## config.mk

```make
export PLATFORM = sky130hd
export DESIGN_NAME = five_stage_control_unit
export DESIGN_NICKNAME = d
export VERILOG_FILES = /design/src/rtl/five_stage_control_unit_pkg.sv /design/src/rtl/five_stage_control_unit_control_decoder.sv /design/src/rtl/five_stage_control_unit.sv
export SDC_FILE = /design/constraint.sdc
export NUM_CORES = 1
export LEC_CHECK = 0
export ABC_AREA = 1
export CAP_MARGIN = 20
export CORE_AREA = 2 2 100 102
export DETAILED_ROUTE_END_ITERATION = 10
export DIE_AREA = 0 0 102 104
export PLACE_DENSITY = 0.67
export SLEW_MARGIN = 20
export SYNTH_ARGS = -nofsm -noshare
export SYNTH_HDL_FRONTEND = slang
export SYNTH_HIERARCHICAL = 1
export SYNTH_SLANG_ARGS = --single-unit
```

## constraint.sdc

```tcl
create_clock -name vclk -period 1.3
set_input_delay 0.195 -clock vclk [all_inputs]
set_output_delay 0.195 -clock vclk [all_outputs]
set_load 0.05 [all_outputs]
```

## src/rtl/five_stage_control_unit_pkg.sv

```systemverilog
// Shared definitions for the five-stage pipeline control unit.
//   - RV32 base opcodes seen by the decoder and hazard logic
//   - bypass source codes, next-PC select, operand/extend select encodings
//   - bypass_select(): priority forwarding pick for one decode source
package five_stage_control_unit_pkg;

   localparam logic [6:0] OP_R      = 7'b0110011;
   localparam logic [6:0] OP_I      = 7'b0010011;
   localparam logic [6:0] OP_STORE  = 7'b0100011;
   localparam logic [6:0] OP_LOAD   = 7'b0000011;
   localparam logic [6:0] OP_BRANCH = 7'b1100011;
   localparam logic [6:0] OP_JALR   = 7'b1100111;
   localparam logic [6:0] OP_JAL    = 7'b1101111;
   localparam logic [6:0] OP_LUI    = 7'b0110111;
   localparam logic [6:0] OP_AUIPC  = 7'b0010111;

   typedef enum logic [1:0] {
      BYPASS_REGFILE   = 2'b00,
      BYPASS_EXECUTE   = 2'b01,
      BYPASS_MEMORY    = 2'b10,
      BYPASS_WRITEBACK = 2'b11
   } bypass_sel_t;

   typedef enum logic [1:0] {
      NPC_PLUS4  = 2'b00,
      NPC_BRANCH = 2'b01,
      NPC_JAL    = 2'b10,
      NPC_JALR   = 2'b11
   } next_pc_sel_t;

   typedef enum logic [1:0] {
      OPA_RS1  = 2'b00,
      OPA_PC   = 2'b01,
      OPA_PC4  = 2'b10,
      OPA_ZERO = 2'b11
   } opa_sel_t;

   localparam logic OPB_RS2 = 1'b0;
   localparam logic OPB_IMM = 1'b1;

   typedef enum logic [1:0] {
      EXT_I  = 2'b00,
      EXT_S  = 2'b01,
      EXT_U  = 2'b10,
      EXT_BJ = 2'b11
   } ext_sel_t;

   localparam logic [5:0] ALU_ADD    = 6'b000000;
   localparam logic [5:0] ALU_PASS_A = 6'b111111;

   // Youngest producer wins; x0 never forwards.
   function automatic bypass_sel_t bypass_select(
      input logic [4:0] src,
      input logic       used,
      input logic [4:0] rd_ex,
      input logic       we_ex,
      input logic [4:0] rd_mem,
      input logic       we_mem,
      input logic [4:0] rd_wb,
      input logic       we_wb
   );
      bypass_sel_t sel;
      sel = BYPASS_REGFILE;
      if (used && (src != 5'd0)) begin
         if (we_ex && (rd_ex == src))
            sel = BYPASS_EXECUTE;
         else if (we_mem && (rd_mem == src))
            sel = BYPASS_MEMORY;
         else if (we_wb && (rd_wb == src))
            sel = BYPASS_WRITEBACK;
      end
      return sel;
   endfunction

endpackage

```

## src/rtl/five_stage_control_unit_control_decoder.sv

```systemverilog
// Decode-stage control word generation, purely combinational.
// Ports:
//   opcode, funct3, funct7_b5   decode-stage instruction fields
//   branch_op, memRead, memWrite, unsigned_load, regWrite   class flags
//   log2_bytes                  access size for loads/stores
//   ALU_operation               {2'b00, alt, funct3} / branch compare / pass-A
//   operand_A_sel, operand_B_sel, extend_sel   datapath mux selects
module five_stage_control_unit_control_decoder
   import five_stage_control_unit_pkg::*;
#(
   parameter int LOG2_NUM_BYTES = 2
) (
   input  logic [6:0]                opcode,
   input  logic [2:0]                funct3,
   input  logic                      funct7_b5,
   output logic                      branch_op,
   output logic                      memRead,
   output logic                      memWrite,
   output logic                      unsigned_load,
   output logic                      operand_B_sel,
   output logic                      regWrite,
   output logic [5:0]                ALU_operation,
   output logic [LOG2_NUM_BYTES-1:0] log2_bytes,
   output logic [1:0]                operand_A_sel,
   output logic [1:0]                extend_sel
);

   always_comb begin
      branch_op     = 1'b0;
      memRead       = 1'b0;
      memWrite      = 1'b0;
      unsigned_load = 1'b0;
      operand_B_sel = OPB_IMM;
      regWrite      = 1'b0;
      ALU_operation = ALU_ADD;
      log2_bytes    = '0;
      operand_A_sel = OPA_RS1;
      extend_sel    = EXT_I;
      case (opcode)
         OP_R: begin
            regWrite      = 1'b1;
            operand_B_sel = OPB_RS2;
            ALU_operation = {2'b00, funct7_b5, funct3};
         end
         OP_I: begin
            regWrite      = 1'b1;
            // funct7[5] only distinguishes SRAI from SRLI; for other I-ops it is immediate bits.
            ALU_operation = {2'b00, funct7_b5 & (funct3 == 3'b101), funct3};
         end
         OP_STORE: begin
            memWrite   = 1'b1;
            log2_bytes = LOG2_NUM_BYTES'(funct3[1:0]);
            extend_sel = EXT_S;
         end
         OP_LOAD: begin
            memRead       = 1'b1;
            regWrite      = 1'b1;
            log2_bytes    = LOG2_NUM_BYTES'(funct3[1:0]);
            unsigned_load = funct3[2];
         end
         OP_BRANCH: begin
            branch_op     = 1'b1;
            operand_B_sel = OPB_RS2;
            extend_sel    = EXT_BJ;
            ALU_operation = {3'b010, funct3};
         end
         OP_JALR: begin
            regWrite      = 1'b1;
            operand_A_sel = OPA_PC4;
            ALU_operation = ALU_PASS_A;
         end
         OP_JAL: begin
            regWrite      = 1'b1;
            operand_A_sel = OPA_PC4;
            extend_sel    = EXT_BJ;
            ALU_operation = ALU_PASS_A;
         end
         OP_LUI: begin
            regWrite      = 1'b1;
            operand_A_sel = OPA_ZERO;
            extend_sel    = EXT_U;
         end
         OP_AUIPC: begin
            regWrite      = 1'b1;
            operand_A_sel = OPA_PC;
            extend_sel    = EXT_U;
         end
         default: ;
      endcase
   end

endmodule

```

## src/rtl/five_stage_control_unit.sv

```systemverilog
// Pipeline control for a five-stage in-order core: decode control word,
// next-PC redirect, load-use / memory-wait hazards, operand forwarding and a
// cycle counter used to window diagnostic scan prints.
// Ports:
//   clock, reset (async, active-low)
//   opcode_*/funct*/rs*/rd_*/regWrite_*   pipeline stage fields
//   *_target_*, branch_execute            redirect sources
//   fetch_*/memory_*/load_*/store_*       memory handshake status
//   scan                                  enable diagnostic print
//   decode control outputs, next_PC_sel/target_PC, i_mem_read,
//   stall_*/flush_*, rs1/rs2_data_bypass
module five_stage_control_unit
   import five_stage_control_unit_pkg::*;
#(
   parameter int CORE            = 0,
   parameter int ADDRESS_BITS    = 20,
   parameter int NUM_BYTES       = 4,
   parameter int LOG2_NUM_BYTES  = $clog2(NUM_BYTES),
   parameter int SCAN_CYCLES_MIN = 0,
   parameter int SCAN_CYCLES_MAX = 1000
) (
   input  logic                      clock,
   input  logic                      reset,
   input  logic [6:0]                opcode_decode,
   input  logic [6:0]                opcode_execute,
   input  logic [6:0]                opcode_memory,
   input  logic [2:0]                funct3,
   input  logic [6:0]                funct7,
   input  logic [ADDRESS_BITS-1:0]   JALR_target_execute,
   input  logic [ADDRESS_BITS-1:0]   branch_target_execute,
   input  logic [ADDRESS_BITS-1:0]   JAL_target_decode,
   input  logic                      branch_execute,
   input  logic [4:0]                rs1,
   input  logic [4:0]                rs2,
   input  logic [4:0]                rd_execute,
   input  logic [4:0]                rd_memory,
   input  logic [4:0]                rd_writeback,
   input  logic                      regWrite_execute,
   input  logic                      regWrite_memory,
   input  logic                      regWrite_writeback,
   input  logic                      fetch_valid,
   input  logic                      fetch_ready,
   input  logic                      memory_valid,
   input  logic                      memory_ready,
   input  logic                      load_memory,
   input  logic                      store_memory,
   input  logic                      scan,
   input  logic [ADDRESS_BITS-1:0]   issue_PC,
   input  logic [ADDRESS_BITS-1:0]   fetch_address_in,
   input  logic [ADDRESS_BITS-1:0]   load_address,
   input  logic [ADDRESS_BITS-1:0]   memory_address_in,
   output logic                      branch_op,
   output logic                      memRead,
   output logic                      memWrite,
   output logic                      unsigned_load,
   output logic                      operand_B_sel,
   output logic                      regWrite,
   output logic [5:0]                ALU_operation,
   output logic [LOG2_NUM_BYTES-1:0] log2_bytes,
   output logic [1:0]                next_PC_sel,
   output logic [1:0]                operand_A_sel,
   output logic [1:0]                extend_sel,
   output logic [ADDRESS_BITS-1:0]   target_PC,
   output logic                      i_mem_read,
   output logic                      stall_decode,
   output logic                      stall_execute,
   output logic                      stall_memory,
   output logic                      flush_decode,
   output logic                      flush_execute,
   output logic                      flush_writeback,
   output logic [1:0]                rs1_data_bypass,
   output logic [1:0]                rs2_data_bypass
);

   logic        rs1_used;
   logic        rs2_used;
   logic        load_use;
   logic        jb_exec;
   logic        jal_dec;
   logic        imem_hz;
   logic        dmem_hz;
   logic [31:0] cycle_count;

   five_stage_control_unit_control_decoder #(
      .LOG2_NUM_BYTES (LOG2_NUM_BYTES)
   ) u_control_decoder (
      .opcode        (opcode_decode),
      .funct3        (funct3),
      .funct7_b5     (funct7[5]),
      .branch_op     (branch_op),
      .memRead       (memRead),
      .memWrite      (memWrite),
      .unsigned_load (unsigned_load),
      .operand_B_sel (operand_B_sel),
      .regWrite      (regWrite),
      .ALU_operation (ALU_operation),
      .log2_bytes    (log2_bytes),
      .operand_A_sel (operand_A_sel),
      .extend_sel    (extend_sel)
   );

   // Memory-stage jumps already redirected from execute/decode; memory opcode,
   // fetch_ready and most funct7 bits carry no control meaning here.
   logic unused_ok;
   assign unused_ok = &{1'b0, opcode_memory, fetch_ready, funct7[6], funct7[4:0]};

   always_comb begin
      rs1_used = !((opcode_decode == OP_JAL) || (opcode_decode == OP_LUI) ||
                   (opcode_decode == OP_AUIPC));
      rs2_used = (opcode_decode == OP_R) || (opcode_decode == OP_STORE) ||
                 (opcode_decode == OP_BRANCH);
   end

   always_comb begin
      load_use = (opcode_execute == OP_LOAD) && regWrite_execute && (rd_execute != 5'd0) &&
                 ((rs1_used && (rd_execute == rs1)) || (rs2_used && (rd_execute == rs2)));
      jb_exec  = (opcode_execute == OP_JALR) ||
                 ((opcode_execute == OP_BRANCH) && branch_execute);
      jal_dec  = (opcode_decode == OP_JAL);
      imem_hz  = !fetch_valid || (issue_PC != fetch_address_in);
      dmem_hz  = ((load_memory || store_memory) && !memory_ready) ||
                 (load_memory && (!memory_valid || (load_address != memory_address_in)));
   end

   always_comb begin
      next_PC_sel = NPC_PLUS4;
      target_PC   = '0;
      if (opcode_execute == OP_JALR) begin
         next_PC_sel = NPC_JALR;
         target_PC   = JALR_target_execute;
      end else if ((opcode_execute == OP_BRANCH) && branch_execute) begin
         next_PC_sel = NPC_BRANCH;
         target_PC   = branch_target_execute;
      end else if (jal_dec) begin
         next_PC_sel = NPC_JAL;
         target_PC   = JAL_target_decode;
      end
   end

   // A data-memory wait freezes everything upstream and suppresses flushes so
   // the redirect is taken once the memory stage drains.
   always_comb begin
      stall_memory    = dmem_hz;
      stall_execute   = dmem_hz;
      flush_writeback = dmem_hz;
      stall_decode    = dmem_hz || load_use;
      flush_execute   = !dmem_hz && (load_use || jb_exec);
      flush_decode    = !dmem_hz && (jb_exec || (!load_use && (jal_dec || imem_hz)));
      i_mem_read      = reset && !stall_decode;
   end

   // A load in execute cannot forward yet; the bubble makes it a memory-stage hit next cycle.
   always_comb begin
      rs1_data_bypass = BYPASS_REGFILE;
      rs2_data_bypass = BYPASS_REGFILE;
      if (!load_use) begin
         rs1_data_bypass = bypass_select(rs1, rs1_used, rd_execute, regWrite_execute,
                                         rd_memory, regWrite_memory,
                                         rd_writeback, regWrite_writeback);
         rs2_data_bypass = bypass_select(rs2, rs2_used, rd_execute, regWrite_execute,
                                         rd_memory, regWrite_memory,
                                         rd_writeback, regWrite_writeback);
      end
   end

   always_ff @(posedge clock or negedge reset) begin
      if (!reset)
         cycle_count <= '0;
      else
         cycle_count <= cycle_count + 32'd1;
   end

`ifndef SYNTHESIS
   // Signed compare keeps the window check meaningful for any MIN, including 0.
   localparam logic signed [32:0] SCAN_LO = 33'(SCAN_CYCLES_MIN);
   localparam logic signed [32:0] SCAN_HI = 33'(SCAN_CYCLES_MAX);
   logic signed [32:0] count_s;
   assign count_s = {1'b0, cycle_count};

   always @(posedge clock) begin
      if (scan && (count_s >= SCAN_LO) && (count_s <= SCAN_HI)) begin
         $display("core %0d cycle %0d | stall d/e/m %b%b%b flush d/e/w %b%b%b bypass rs1 %b rs2 %b | next_PC_sel %b",
                  CORE, cycle_count, stall_decode, stall_execute, stall_memory,
                  flush_decode, flush_execute, flush_writeback,
                  rs1_data_bypass, rs2_data_bypass, next_PC_sel);
      end
   end
`endif

endmodule

```

==> metrics.md <==
| Metric | Value |
|---|---|
| Status | `finished, violations left` |
| Failing checks | `setup timing` |
| Die span in y | `104 um` |
| Top-area cell type share of the netlist area | `22.5%` |
| Synth cell types | `30` |
| DR top layer | `met4` |
| Layout cells sized above 1 | `52.7%` |
| CP max stage delay | `0.16 ns` |
| Antenna Violating Nets Remaining | `0` |
| Metal2 WL | `7200 um` |
| Post-DP HPWL | `9970 um` |
| # IOs | `260` |
| Slowest-stage cell, CP | `a21oi_4` |
| Setup TNS | `-11.14 ns` |
| Syn. warnings | `6` |
| Worst-path cell chain | `buf_6, nand3b_1, inv_2, and3_4, buf_12, nor2_4, buf_6, buf_16, nand2_4, a21oi_4, buf_12` |
| 1st-pass router iterations | `4` |
| Fin. max-slew vios | `0` |
| Most common cell in the netlist | `nand2_1` |
| Cell area after synthesis | `2170 um^2` |
| Synth top area cells | `nand2_1 23%, nor2_1 15%, inv_1 14%` |
| Static Leak | `0.00322 uW` |
| Worst setup path category | `in2out` |
| Max_slew headroom | `76.6%` |
| Ant. Diodes | `0` |
| GPL Wtd Cong | `0.918` |
| Syn-to-layout area delta | `212%` |
| Overflow after GRT | `0` |
| Final WL | `13,300 um` |
| Initial antenna violation count | `0` |
| Cell count after synthesis | `462` |
| Tmin final | `1.69 ns` |
| Worst Tran Pin Value | `0.350 ns` |
| Core footprint | `9550 um^2` |
| Dpl cell area | `5860 um^2` |
| Routed len/inst | `14.8 um` |
| Vias in the first global route | `4,068` |
| Period utilization | `130%` |
| Post-Layout Inst Area | `6760 um^2` |
| First-pass GRT wire length | `19,800 um` |
| Seq_cells | `0` |
| Setup crit start kind | `input pin` |
| Routed met3 length | `940 um` |
| Post-synthesis sequential area ratio | `0%` |
| Residual DRC count | `0` |
| Vias per cell | `4.54` |
| Starting Density | `22.7%` |
| Maximum Capacitance Violations | `0` |
| Metal-1 WL | `4910 um` |
| Pwr Density | `226 nW/um^2` |
| Row cnt | `36` |
| Die area | `10,600 um^2` |
| # setup viols final | `47` |
| Syn Nets | `671` |
| Min-delay worst type | `in2out` |
| Pwr Total | `1530 uW` |
| Peak supply drop | `0.121 mV` |
| CP arrival | `1.50 ns` |
| Setup slack after layout | `-0.393 ns` |
| Via count | `4,064` |
| Synth area leader | `nand2_1` |
| DRT iter0 DRCs | `89` |
| GRT Total Usage | `22.5%` |
| Max Fclk | `0.591 GHz` |
| Largest net degree at the start of global routing | `22` |
| Unrepaired setup endpoints after global routing | `yes` |
| Clock buffer count | `0` |
| Most common library cells after synthesis | `130 x nand2_1, 85 x nor2_1, 79 x inv_1` |
| Nets | `974` |
| Syn_area_per_cell | `4.69 um^2` |
| Port bufs | `244` |
| CP Max Fanout | `5` |
| Crit. End Element | `primary output` |
| Critical path data required time | `1.11 ns` |
| Die W | `102 um` |
| Final Hold Fails | `0` |
| Register Area | `0 um^2` |
==> layout make-up <==
class              count  area, um^2
well taps            133         166
inverters             81         329
repair buffers       311        3430
multi-input cells    371        2840
fillers              808        2790
==> layer usage <==
layer | track usage, % | vias up
met1 | 25.5 | 1854
met2 | 43.4 | 142
met4 | 3.24 | 0
met3 | 4.23 | 20
li1 | - | 2048
met5 | 0 | -
==> cells in the final DEF (no fill, tap or decap), types with 13 or more instances in the layout <==
cell,instances
nor2_4,21
nand2_4,29
dlygate4sd2_1,50
a21oi_4,22
buf_12,53
inv_2,31
nand2_2,26
inv_1,43
buf_4,40
nand2_1,73
a21oi_2,14
o21ai_1,17
clkdlybuf4s50_1,63
a21oi_1,13
nor2_1,59
buf_2,38
buf_6,50
==> report_power, final <==
part	switching (uW)	internal (uW)
clock network	0	0
registers	0	0
logic	699	832
==> repair_timing <==
action	CTS	global route
gates resized for setup	498	133
endpoints found under the setup margin	51	50
buffers inserted	18	12
hold buffers	0	0
gates cloned	5	1
pin swaps	136	81
==> logic make-up (layout without fill, tap and decap cells) <==
family                 after synthesis  in the layout  synth area share [%]
buffers and inverters               92            392                  17.8
XOR/XNOR                            22             22                  8.90
AO/OA/AOI/OAI                       80             80                  20.8
AND/OR/NAND/NOR                    268            269                  52.5
==> per-stage QoR <==
step / util (%) / setup WS, ns / instances / hold WS, ns
after floorplan: - / -0.313 / 462 / 0.541
after global placement: 61.3 / -0.760 / 863 / 1.05
after detailed placement: 61.3 / -0.805 / 863 / 1.06
after CTS: 65.4 / -0.394 / 884 / 0.897
after global routing: 70.8 / -0.435 / 896 / 0.915
final: 70.8 / -0.393 / 896 / 0.896
==> final timing paths <==
path | startpoint | end | slack, ns | depth (start not counted)
worst max-delay path | opcode_execute[5] | target_PC[12] | -0.39 | 11
worst min-delay path | opcode_decode[6] | memRead | 0.90 | 6
==> critical path, delay by kind of cell <==
kind,cells,cell delay (ns)
buffers and inverters,6,0.71
AND/OR/NAND/NOR,4,0.42
AO/OA/AOI/OAI,1,0.16
Power figures use the tool's default switching activity.
